### src/rtl/count_updn_mod_if.sv
// Control/status bundle for count_updn_mod: the controller drives enable, load,
// direction and load value; the counter returns count, terminal count and wrap pulse.
interface count_updn_mod_if #(
    parameter int WIDTH = 8
);
    logic             EN;
    logic             load;
    logic             up;
    logic [WIDTH-1:0] CNT_In;
    logic [WIDTH-1:0] CNT;
    logic             TC;
    logic             OVF;

    modport master (
        output EN,
        output load,
        output up,
        output CNT_In,
        input  CNT,
        input  TC,
        input  OVF
    );

    modport slave (
        input  EN,
        input  load,
        input  up,
        input  CNT_In,
        output CNT,
        output TC,
        output OVF
    );
endinterface

### src/rtl/count_updn_mod.sv
// Up/down modulo counter over 0..MOD_MAX with clamped parallel load, terminal count and wrap pulse.
// Define COUNT_UPDN_SAT_EN to saturate at the limits instead of wrapping.
module count_updn_mod #(
    parameter int          WIDTH   = 8,
    parameter int unsigned MOD_MAX = 255
) (
    input  logic             clk,
    input  logic             res,
    count_updn_mod_if.slave  bus
);
    localparam logic [WIDTH-1:0] MAX_V = WIDTH'(MOD_MAX);

    logic [WIDTH-1:0] cnt_p0;
    logic             ovf_p0;
    logic [WIDTH-1:0] cnt_nxt;
    logic             ovf_nxt;
    logic             at_top;
    logic             at_bot;

    // Load values above the count range land on the top of the range.
    function automatic logic [WIDTH-1:0] clamp_load(input logic [WIDTH-1:0] v);
        return (v > MAX_V) ? MAX_V : v;
    endfunction

    // Extra carry bit keeps MOD_MAX = 2^WIDTH-1 well defined.
    function automatic logic [WIDTH-1:0] incr(input logic [WIDTH-1:0] v);
        logic [WIDTH:0] s;
        s = {1'b0, v} + (WIDTH+1)'(1);
        return s[WIDTH-1:0];
    endfunction

    function automatic logic [WIDTH-1:0] decr(input logic [WIDTH-1:0] v);
        return v - WIDTH'(1);
    endfunction

    assign at_top = (cnt_p0 == MAX_V);
    assign at_bot = (cnt_p0 == '0);

    always_comb begin
        cnt_nxt = cnt_p0;
        ovf_nxt = 1'b0;
        if (bus.load) begin
            cnt_nxt = clamp_load(bus.CNT_In);
        end else if (bus.EN) begin
            if (bus.up) begin
                if (at_top) begin
                    ovf_nxt = 1'b1;
`ifdef COUNT_UPDN_SAT_EN
                    cnt_nxt = MAX_V;
`else
                    cnt_nxt = '0;
`endif
                end else begin
                    cnt_nxt = incr(cnt_p0);
                end
            end else begin
                if (at_bot) begin
                    ovf_nxt = 1'b1;
`ifdef COUNT_UPDN_SAT_EN
                    cnt_nxt = '0;
`else
                    cnt_nxt = MAX_V;
`endif
                end else begin
                    cnt_nxt = decr(cnt_p0);
                end
            end
        end
    end

    // Stage p0: count register and wrap flag
    always_ff @(posedge clk) begin
        if (!res) begin
            cnt_p0 <= '0;
            ovf_p0 <= 1'b0;
        end else begin
            cnt_p0 <= cnt_nxt;
            ovf_p0 <= ovf_nxt;
        end
    end

    assign bus.CNT = cnt_p0;
    assign bus.OVF = ovf_p0;
    assign bus.TC  = bus.up ? at_top : at_bot;
endmodule
### src/flat_wrapper.sv
// flat-port wrapper written by rule: the top's interface ports become plain ports
module count_updn_mod_flat 
#(
    parameter int          WIDTH   = 8,
    parameter int unsigned MOD_MAX = 255
)
  (clk, res, bus_EN, bus_load, bus_up, bus_CNT_In, bus_CNT, bus_TC, bus_OVF);
  count_updn_mod_if #(.WIDTH(WIDTH)) bus_i ();
  input  logic clk;
  input  logic res;
  input wire logic [$bits(bus_i.EN)-1:0] bus_EN;
  input wire logic [$bits(bus_i.load)-1:0] bus_load;
  input wire logic [$bits(bus_i.up)-1:0] bus_up;
  input wire logic [$bits(bus_i.CNT_In)-1:0] bus_CNT_In;
  output wire logic [$bits(bus_i.CNT)-1:0] bus_CNT;
  output wire logic [$bits(bus_i.TC)-1:0] bus_TC;
  output wire logic [$bits(bus_i.OVF)-1:0] bus_OVF;
  assign bus_i.EN = bus_EN;
  assign bus_i.load = bus_load;
  assign bus_i.up = bus_up;
  assign bus_i.CNT_In = bus_CNT_In;
  assign bus_CNT = bus_i.CNT;
  assign bus_TC = bus_i.TC;
  assign bus_OVF = bus_i.OVF;
  count_updn_mod #(.WIDTH(WIDTH), .MOD_MAX(MOD_MAX)) u_core (.clk(clk), .res(res), .bus(bus_i));
endmodule
### config.mk
export PLATFORM = sky130hd
export DESIGN_NAME = count_updn_mod_flat
export DESIGN_NICKNAME = d
export VERILOG_FILES = /design/src/rtl/count_updn_mod_if.sv /design/src/rtl/count_updn_mod.sv /design/src/flat_wrapper.sv
export SDC_FILE = /design/constraint.sdc
export NUM_CORES = 1
export LEC_CHECK = 0
export ABC_CLOCK_PERIOD_IN_PS = 1580
export CAP_MARGIN = 15
export CORE_ASPECT_RATIO = 2
export CORE_UTILIZATION = 34
export DETAILED_ROUTE_END_ITERATION = 8
export PLACE_DENSITY = 0.62
export SLEW_MARGIN = 20
export SYNTH_ARGS = -nofsm -noshare
export SYNTH_HDL_FRONTEND = slang
export SYNTH_SLANG_ARGS = --single-unit
### constraint.sdc
create_clock -name clk -period 1.58 [get_ports clk]
set_input_delay 0.316 -clock clk [delete_from_list [all_inputs] [get_ports clk]]
set_output_delay 0.316 -clock clk [all_outputs]
set_load 0.005 [all_outputs]
==> key figures <==
Run status
  • Status: complete, but fails checks
  • Failing checks: setup timing

STA
  • Final Cycle Share: 116%
  • Final Hold Viols: 0
  • Hold WS: 0.658 ns
  • Worst-Margin Slew: 0.404 ns
  • Fmax: about 0.54 GHz
  • RSZ-0062 raised after global routing: yes
  • Final worst slack: -0.259 ns
  • Clk_skew: 0.00673 ns
  • Max Slew Vio Count: 0
  • Setup TNS: -1.14 ns
  • # setup viols final: 8
  • Rel. slew slack: 72.7%
  • Min Tclk post-route: ~1.8 ns

Pwr
  • Static leakage: 0.687 nW
  • VDD IR max: 487 uV
  • Design Power: 1.10 mW
  • Pwr/cell area: 663 nW/um2

Clock network
  • Hold Buf Count CTS: 0
  • Root buffer selected by CTS: clkbuf_8
  • Clock sink count: 9
  • Longest Clk Path Bufs: 2
  • CTS tree: built
  • Clock Latency Late Sink: 0.24 ns
  • Clk slew on worst S/H paths: roughly 0.050 ns
  • Max H-tree Level: 1
  • Inserted Clock Buffers: 3

Floorplan
  • Die area: 2850 um2
  • Row count: 26
  • Initial core utilization: between 30% and 40%
  • Core Box Area: 2540 um2
  • Width of the chip: 38.3 um
  • IO Pins: 23
  • Die Ht: 74.5 um

Worst hold path
  • Depth of the worst hold-timing path: 3
  • Hold Crit Start: bus_CNT_In[6]
  • Hold path endpoint: u_core.bus.CNT[6]
  • HP Class: primary input to register

Critical path
  • CP Max Fanout: 4
  • Worst reg-to-reg path cell count: 6
  • Crit Reg-Reg Endpoint: u_core.bus.CNT[2]
  • Critical path arrival: 2.02 ns
  • Critical-path cell list: or4_4 > buf_4 > buf_6 > o31a_1 > o41ai_2 > and2_1
  • Critical Path End Type: register
  • Worst Path Buf+Inv: 2
  • Slowest CP cell: or4_4
  • WP data required: 1.76 ns
  • CP startpoint kind: register
  • R2R setup slack: -0.26 ns
  • Critical path's largest stage delay: roughly 0.53 ns
  • Setup CP Type: register to register
  • Reg2reg start: u_core.bus.CNT[4]
  • Crit-path leading delay family: simple AND/OR/NAND/NOR gates
  • Crit. path cell count: 6

Yosys
  • Syn. warnings: 0
  • Register area share after synthesis: between 20 and 25%
  • Synth Cell Area: 895 um2
  • Number of synthesized flops with an enable pin: 0
  • Top_reg_cell synth: dfxtp_1
  • Post-synth net total: 134
  • Mapped Cells: 118
  • Yosys reg bits: 9
  • Syn Area/Cell: about 7.6 um2
  • Post-synthesis async set-or-reset flop share: 0%
  • Yosys cell types: 42

Placement
  • Pre-CTS setup slack: -0.489 ns
  • Gp weighted congestion: 1.02
  • Placed insts: 194
  • Port Buffers: 22
  • DP Area: 1400 um2
  • Hpwl dp: 2560 um

Run
  • Max-Cap Viols: 0

Finish
  • Fin cells: 208
  • Nets: roughly 200
  • Antenna diodes: 0
  • Layout cells sized above 1: 44.4%
  • Design area: 1660 um2
  • Fillers: 220
  • Area Overhead vs Synth: 86.0%
  • Post-layout util: 65.6%

Global routing
  • First-pass GRT wire length: around 5200 um
  • Total congestion overflow: 0
  • Initial antenna violation count: 0
  • Number of global-route vias before repair: roughly 1100
  • Total GRT Usage: about a quarter
  • Largest net degree at the start of global routing: 16

Routing
  • DRT iter0 DRCs: 36
  • Vias: 1193
  • Vias/cell: 5.74
  • Post-Route WL: 3590 um
  • Final ANT Viol Nets: 0
  • DRC: 0
  • DR pass1 iterations: 4
  • WL/cell: about 17 um
[logic make-up after synthesis]
logic type                 count (synthesis)  share of synthesized area [%]
AOI/OAI and AO/OA                         34                           30.2
DFF                                        9                           20.1
and+or+nand+nor                           50                           32.0
xor gates and xnor gates                   3                           2.94
muxes                                      2                           2.24
adders and majority gates                  3                           4.20
buffers and inverters                     17                           8.25
[sequential cells by signal, indices dropped and copies added (netlist names)]
signal          count
u_core.bus.CNT      8
u_core.bus.OVF      1
[worst register-to-register path: stages (launching register included)]
cell,delay (ns)
dfxtp_2,0.32
or4_4,0.53
buf_4,0.16
buf_6,0.12
o31a_1,0.25
o41ai_2,0.25
and2_1,0.15
[where the power goes]
| part | total, mW | switching (mW) | internal [mW] |
|---|---|---|---|
| sequential | 0.263 | 0.0171 | 0.246 |
| combinational | 0.550 | 0.242 | 0.308 |
| clock | 0.289 | 0.112 | 0.178 |
| total | 1.10 | 0.371 | 0.732 |
[final cells by class]
cell class / instances / area (um2) / share of cell area, %
sequential: 9 / 194 / 11.7
timing repair buffer: 69 / 609 / 36.6
tap: 28 / 35.0 / 2.11
multi-input combinational: 92 / 756 / 45.4
clock buffer: 4 / 45.0 / 2.71
inverter: 6 / 25.0 / 1.50
[layer usage]
layer	up-vias	wire length (um)	GRT usage [%]
met5	-	0	0
li1	568	-	-
met3	18	158	2.69
met4	0	146	14.3
met1	558	1280	28.1
met2	49	2000	48.2
[worst max path at each step]
stage,start,end,slack [ns]
2_1_floorplan,u_core.bus.CNT[3],bus_TC,0.002
3_3_place_gp,u_core.bus.CNT[3],bus_TC,-0.48
3_5_place_dp,u_core.bus.CNT[3],bus_TC,-0.49
4_1_cts,u_core.bus.CNT[3],bus_TC,-0.26
5_1_grt,u_core.bus.CNT[3],bus_TC,-0.33
6_report,u_core.bus.CNT[4],u_core.bus.CNT[2],-0.26
[Yosys cell counts (2+ instances only)]
| cell | instances | area, um2 |
|---|---|---|
| a211o_1 | 2 | 17.5 |
| a21oi_1 | 9 | 45.0 |
| and2_1 | 2 | 12.5 |
| buf_1 | 3 | 11.3 |
| buf_2 | 5 | 25.0 |
| clkbuf_1 | 2 | 7.51 |
| dfxtp_1 | 9 | 180 |
| ha_1 | 3 | 37.5 |
| inv_1 | 6 | 22.5 |
| mux2i_1 | 2 | 20.0 |
| nand2_1 | 5 | 18.8 |
| nand2b_1 | 6 | 37.5 |
| nand3_1 | 7 | 35.0 |
| nand4_1 | 3 | 18.8 |
| nor2_1 | 8 | 30.0 |
| nor3_1 | 8 | 40.0 |
| nor3b_1 | 5 | 37.5 |
| o21ai_0 | 2 | 10.0 |
| o21ai_1 | 2 | 10.0 |
| o311ai_0 | 2 | 17.5 |
| o31a_1 | 4 | 35.0 |
| or3_1 | 2 | 12.5 |
| xnor2_1 | 2 | 17.5 |
[layout by cell type (no fill, tap or decap), types with 2 or more instances in the layout]
cell and instances:
a211o_1 2, buf_4 36, and2_1 2, clkbuf_8 3, inv_1 4, clkdlybuf4s50_1 18, a21oi_2 2, o41ai_2 2
dfxtp_2 5, nor3b_1 3, nand4_1 3, nand2b_1 6, dfxtp_4 2, dfxtp_1 2, o311ai_0 2, dlygate4sd2_1 2
mux2i_1 2, nand2_1 5, nor3_1 6, nor2_1 8, nand3_1 7, nor3b_2 2, nor3_2 2, o31a_1 4
ha_4 3, a21oi_1 7, buf_6 11, o21ai_0 2
[timing repair]
item                                   in CTS  in global routing
endpoints found under the hold margin       0                  0
pin swaps                                   8                 15
buffers inserted                            5                  7
resized for setup                          22                 22
setup endpoints to repair                  11                 13
cloned                                      0                  0
Note: power is estimated with default switching activity, not from simulation.
==> edit 1: new RTL, same settings <==
`MOD_MAX` is set to 255 in 2 places; all go to 127.
--- a/src/rtl/count_updn_mod.sv
+++ b/src/rtl/count_updn_mod.sv
@@ -4,3 +4,3 @@
     parameter int          WIDTH   = 8,
-    parameter int unsigned MOD_MAX = 255
+    parameter int unsigned MOD_MAX = 127
 ) (
--- a/src/flat_wrapper.sv
+++ b/src/flat_wrapper.sv
@@ -4,3 +4,3 @@
     parameter int          WIDTH   = 8,
-    parameter int unsigned MOD_MAX = 255
+    parameter int unsigned MOD_MAX = 127
 )
Function: changed (Yosys sat finds a counterexample within 4 cycles, from zero or initial values).
==> edit 1 against the original RTL <==
- the flow still finishes with violations (setup timing)
- sequential cell count did not move
- design area grew 3.8%
- largest power group unchanged
- critical endpoint is now bus_TC
- worst setup slack got worse by 0.15 ns
- wire length rose by 9.8%
- highest routed layer unchanged
- power is 4.5% higher
- core utilization is 2.5 points higher
- area after synthesis increased by 0.14%
- maximum frequency down 7.4%
==> edit 1: results (changes against the original RTL) <==
- Status: finished, violations left
- The final reports fail on setup timing.
- The final net count was 204 (+3.6%).
- The fraction of the mapped netlist area in compound gates was 35.47% (+5.3 points).
- HP Class: reg2reg
- The synthesized netlist net count is 138 (+3.0%).
- The sum of negative setup slack is -1.605 ns (-0.4681 ns).
- The worst IR drop on VDD is 0.6591 mV (+35%).
* Master of the slowest instance on the critical path: or3b_4
- Non-filler cells, final: 215 (+3.4%)
* Count of fill cells added during filler insertion: 202 (-8.2%)
* Vias in the first global route: 1271 (+16%)
- The post-detailed-placement half-perimeter wirelength was 2596 um (+1.3%).
- Final Setup Violations: 7 (-1)
- The wire length on met2 was 2077 um (+4.0%).
- The commonest cells after synthesis are o21ai_0, a21oi_1, dfxtp_1.
- The ratio of cells with drive above 1 in the final layout came to 42.78% (-1.7 points).
* Synth Area in XOR/XNOR: 0.9777% (-2.0 points)
* Global-route wire length before repair: 5775 um (+10%)
* Clock group: 0.288 mW (about the same)
- The smallest setup slack after layout is -0.4047 ns (-0.1461 ns).
- Delay of the slowest cell on the worst path: 0.40 ns (-0.13 ns)
- The power spent charging and discharging nets came to 0.4055 mW (+9.3%).
- Static leakage power: 0.7108 nW (+3.5%)
* Transition time of the tightest slew-check pin: 0.3912 ns (-0.01317 ns)
* Top cells by area, synth: dfxtp_1, o21ai_0, a21oi_1
- The biggest fanout along the worst timing path is 2 (-2).
-- edit 1: cell count changes after synthesis, moves of 3 or more --
cell / unedited run / this run
o21ai_0: 2 / 11
nor3_1: 8 / 2
o211ai_1: 0 / 5
clkbuf_1: 2 / 6
nor4_1: 0 / 4
o31a_1: 4 / 0
and3_1: 1 / 4
buf_1: 3 / 0
nor3b_1: 5 / 2
-- edit 1: what timing repair did --
item / 4_1_cts / 5_1_grt
resized for setup: 30 / 16
setup endpoints to repair: 12 / 11
gates cloned: 0 / 1
buffers inserted: 10 / 11
pin swaps: 16 / 13
-- edit 1: critical path, delay by kind of cell (launching register included) --
family | cells | cell delay [ns]
simple gates | 3 | 0.82
flops | 1 | 0.36
buf+inv | 2 | 0.15
fa+ha+maj | 1 | 0.11
-- edit 1: final cells by class --
| cell class | count | area (um^2) | share of cell area, % |
|---|---|---|---|
| multi-input cells | 95 | 777.0 | 45.00 |
| clock buffers | 4 | 45.04 | 2.609 |
| well taps | 28 | 35.03 | 2.029 |
| inverters | 8 | 35.03 | 2.029 |
| repair buffers | 71 | 641.9 | 37.17 |
| flip-flops and latches | 9 | 192.7 | 11.16 |
-- edit 1: stage by stage --
step	area, um^2	setup WS [ns]
floorplan	937.1	-0.01571
global placement	1376	-0.4600
detailed placement	1376	-0.4870
CTS	1583	-0.3982
global route	1727	-0.4492
finish	1727	-0.4047
-- edit 1: final timing paths --
| kind | startpoint | to | slack (ns) | cells past startpoint |
|---|---|---|---|---|
| max reg2reg | u_core.bus.CNT[1] | u_core.bus.CNT[6] | -0.36 | 9 |
| min | u_core.bus.CNT[7] | u_core.bus.CNT[7] | 0.67 | 3 |
| max | u_core.bus.CNT[1] | bus_TC | -0.40 | 6 |
| min reg2reg | u_core.bus.CNT[7] | u_core.bus.CNT[7] | 0.67 | 3 |
==> edit 2: new RTL, same flow settings <==
Made on the original files. Register the input `res` before use, without a reset. The logic sees it one clock later. The other inputs are not delayed to match.
--- a/src/rtl/count_updn_mod.sv
+++ b/src/rtl/count_updn_mod.sv
@@ -11,2 +11,8 @@
     localparam logic [WIDTH-1:0] MAX_V = WIDTH'(MOD_MAX);
+
+    logic res_q;
+
+    always_ff @(posedge clk) begin
+        res_q <= res;
+    end
 
@@ -72,3 +78,3 @@
     always_ff @(posedge clk) begin
-        if (!res) begin
+        if (!res_q) begin
             cnt_p0 <= '0;
Function: changed (a bounded check fails within 4 cycles, from zero or initial values).
==> edit 2 against the original RTL <==
- the run still ends with setup timing left
- sequential cell count up 1
- power increased by 5.7%
- combinational power hardly changed
- core utilization up 2.2 points
- first-iteration DRC count down 2.8%
- clock power up 12%
- design area increased by 3.3%
- cell count increased by 0.96%
- wire length down 2.3%
- global-route usage down 1.5 points
- area after synthesis grew 2.2%
- worst setup slack better by 0.018 ns
- largest cell class unchanged
==> edit 2: results (changes against the original RTL) <==
* Worst Skew: 0.006597 ns (-0.0001309 ns)
- The area after detailed placement is 1401 um^2 (+0.36%).
- All-Layer GR Usage: 25.04% (-1.5 points)
* Worst IR Drop VDD: 0.5333 mV (+9.5%)
- Final Setup Violations: 7 (-1)
- The total of fill cells in the finished design came to 194 (-12%).
- Total Nets Final: 199 (+1.0%)
* Count of plain and timing-repair buffers: 70 (+1.4%)
- Final setup slack of the worst path: -0.2407 ns (+0.01794 ns)
- The post-route cell area came to 1719 um^2 (+3.3%).
- The clock network power share is 27.7% (+1.5 points).
* Total Neg Setup Slack: -0.8991 ns (+0.2373 ns)
- The met1 usage in global routing was 26.24% (-1.9 points).
* Clock-cell share of area: 3.202% (+0.50 points)
- Portion of the layout cell area used by non-clock buffers: 35.81% (-0.81 points)
* Static leakage power: 0.7195 nW (+4.8%)
* Met1 routed wirelength after detailed routing: 1260 um (-1.9%)
* Number of vias per cell after detailed routing: 5.733 (about the same)
* Share of cells above drive strength 1: 45.05% (+0.61 points)
- The checks that failed: setup timing.
* Sw Ratio: 31.21% (-2.4 points)
- The flow ran to the end, but the final reports show violations.
- M3 GR Usage: 4.082% (+1.4 points)
- Average wire per cell in the routed design: 16.69 um (-3.2%)
- The cell count after placement is 193 (-0.52%).
- The count of routing violations after the opening detailed-route iteration was 35 (-2.8%).
- The synthesis-stage register bit count is 10 (+1).
- Met2 wire len: 1859 um (-6.9%)
- The synthesized instance count came to 119 (+0.85%).
* Clk pin slew, worst setup/hold paths: 0.05 ns (about the same)
* Placer's final routability congestion estimate: 0.9604 (-5.8%)
* Met3 wirelength from detailed routing: 171 um (+8.2%)
- Transition time of the tightest slew-check pin: 0.3719 ns (-0.03254 ns)
* Largest net degree at the start of global routing: 13 (-3)
* Sequential-to-total area share from yosys stat: 21.89% (+1.7 points)
* Global-route wire length before repair: 5050 um (-3.7%)
* Top cells by area, synth: dfxtp_1, a21oi_1, nor3_1
- Placed wire-length estimate: 2430 um (-5.2%)
- Delay of the slowest cell on the worst path: 0.55 ns (+0.02 ns)
- The pre-CTS worst setup slack was -0.4986 ns (-0.01009 ns).
- Multi-input logic area: 769.5 um^2 (+1.8%)
- The arrival time reported for the critical path endpoint is 2.00 ns (-0.02 ns).
- The reported sequential group power came to 0.295 mW (+12%).
* Area used by sequential logic in the layout: 216.5 um^2 (+12%)
edit 2: timing repair:
| item | 4_1_cts | 5_1_grt |
|---|---|---|
| buffers inserted | 5 | 8 |
| endpoints found under the setup margin | 12 | 12 |
| pin swaps | 8 | 8 |
| resized for setup | 25 | 23 |
edit 2: kinds of logic (layout without fill, tap and decap cells):
family                     Yosys count  after routing  share of synthesized area (%)
and+or+nand+nor                     50             50                          31.33
AOI/OAI and AO/OA                   34             34                          29.55
buffers and inverters               17             80                          8.071
DFF                                 10             10                          21.89
adders and majority gates            3              3                          4.104
xor gates and xnor gates             3              3                          2.873
muxes                                2              2                          2.189
edit 2: worst paths after layout:
check / startpoint / to / slack (ns) / cells after the start
hold / removal: res / u_core.res_q / 0.53 / 1
setup reg to reg: u_core.bus.CNT[5] / u_core.bus.CNT[2] / -0.24 / 6
setup / recovery: u_core.bus.CNT[5] / u_core.bus.CNT[2] / -0.24 / 6
hold reg to reg: u_core.res_q / u_core.bus.CNT[0] / 0.63 / 2
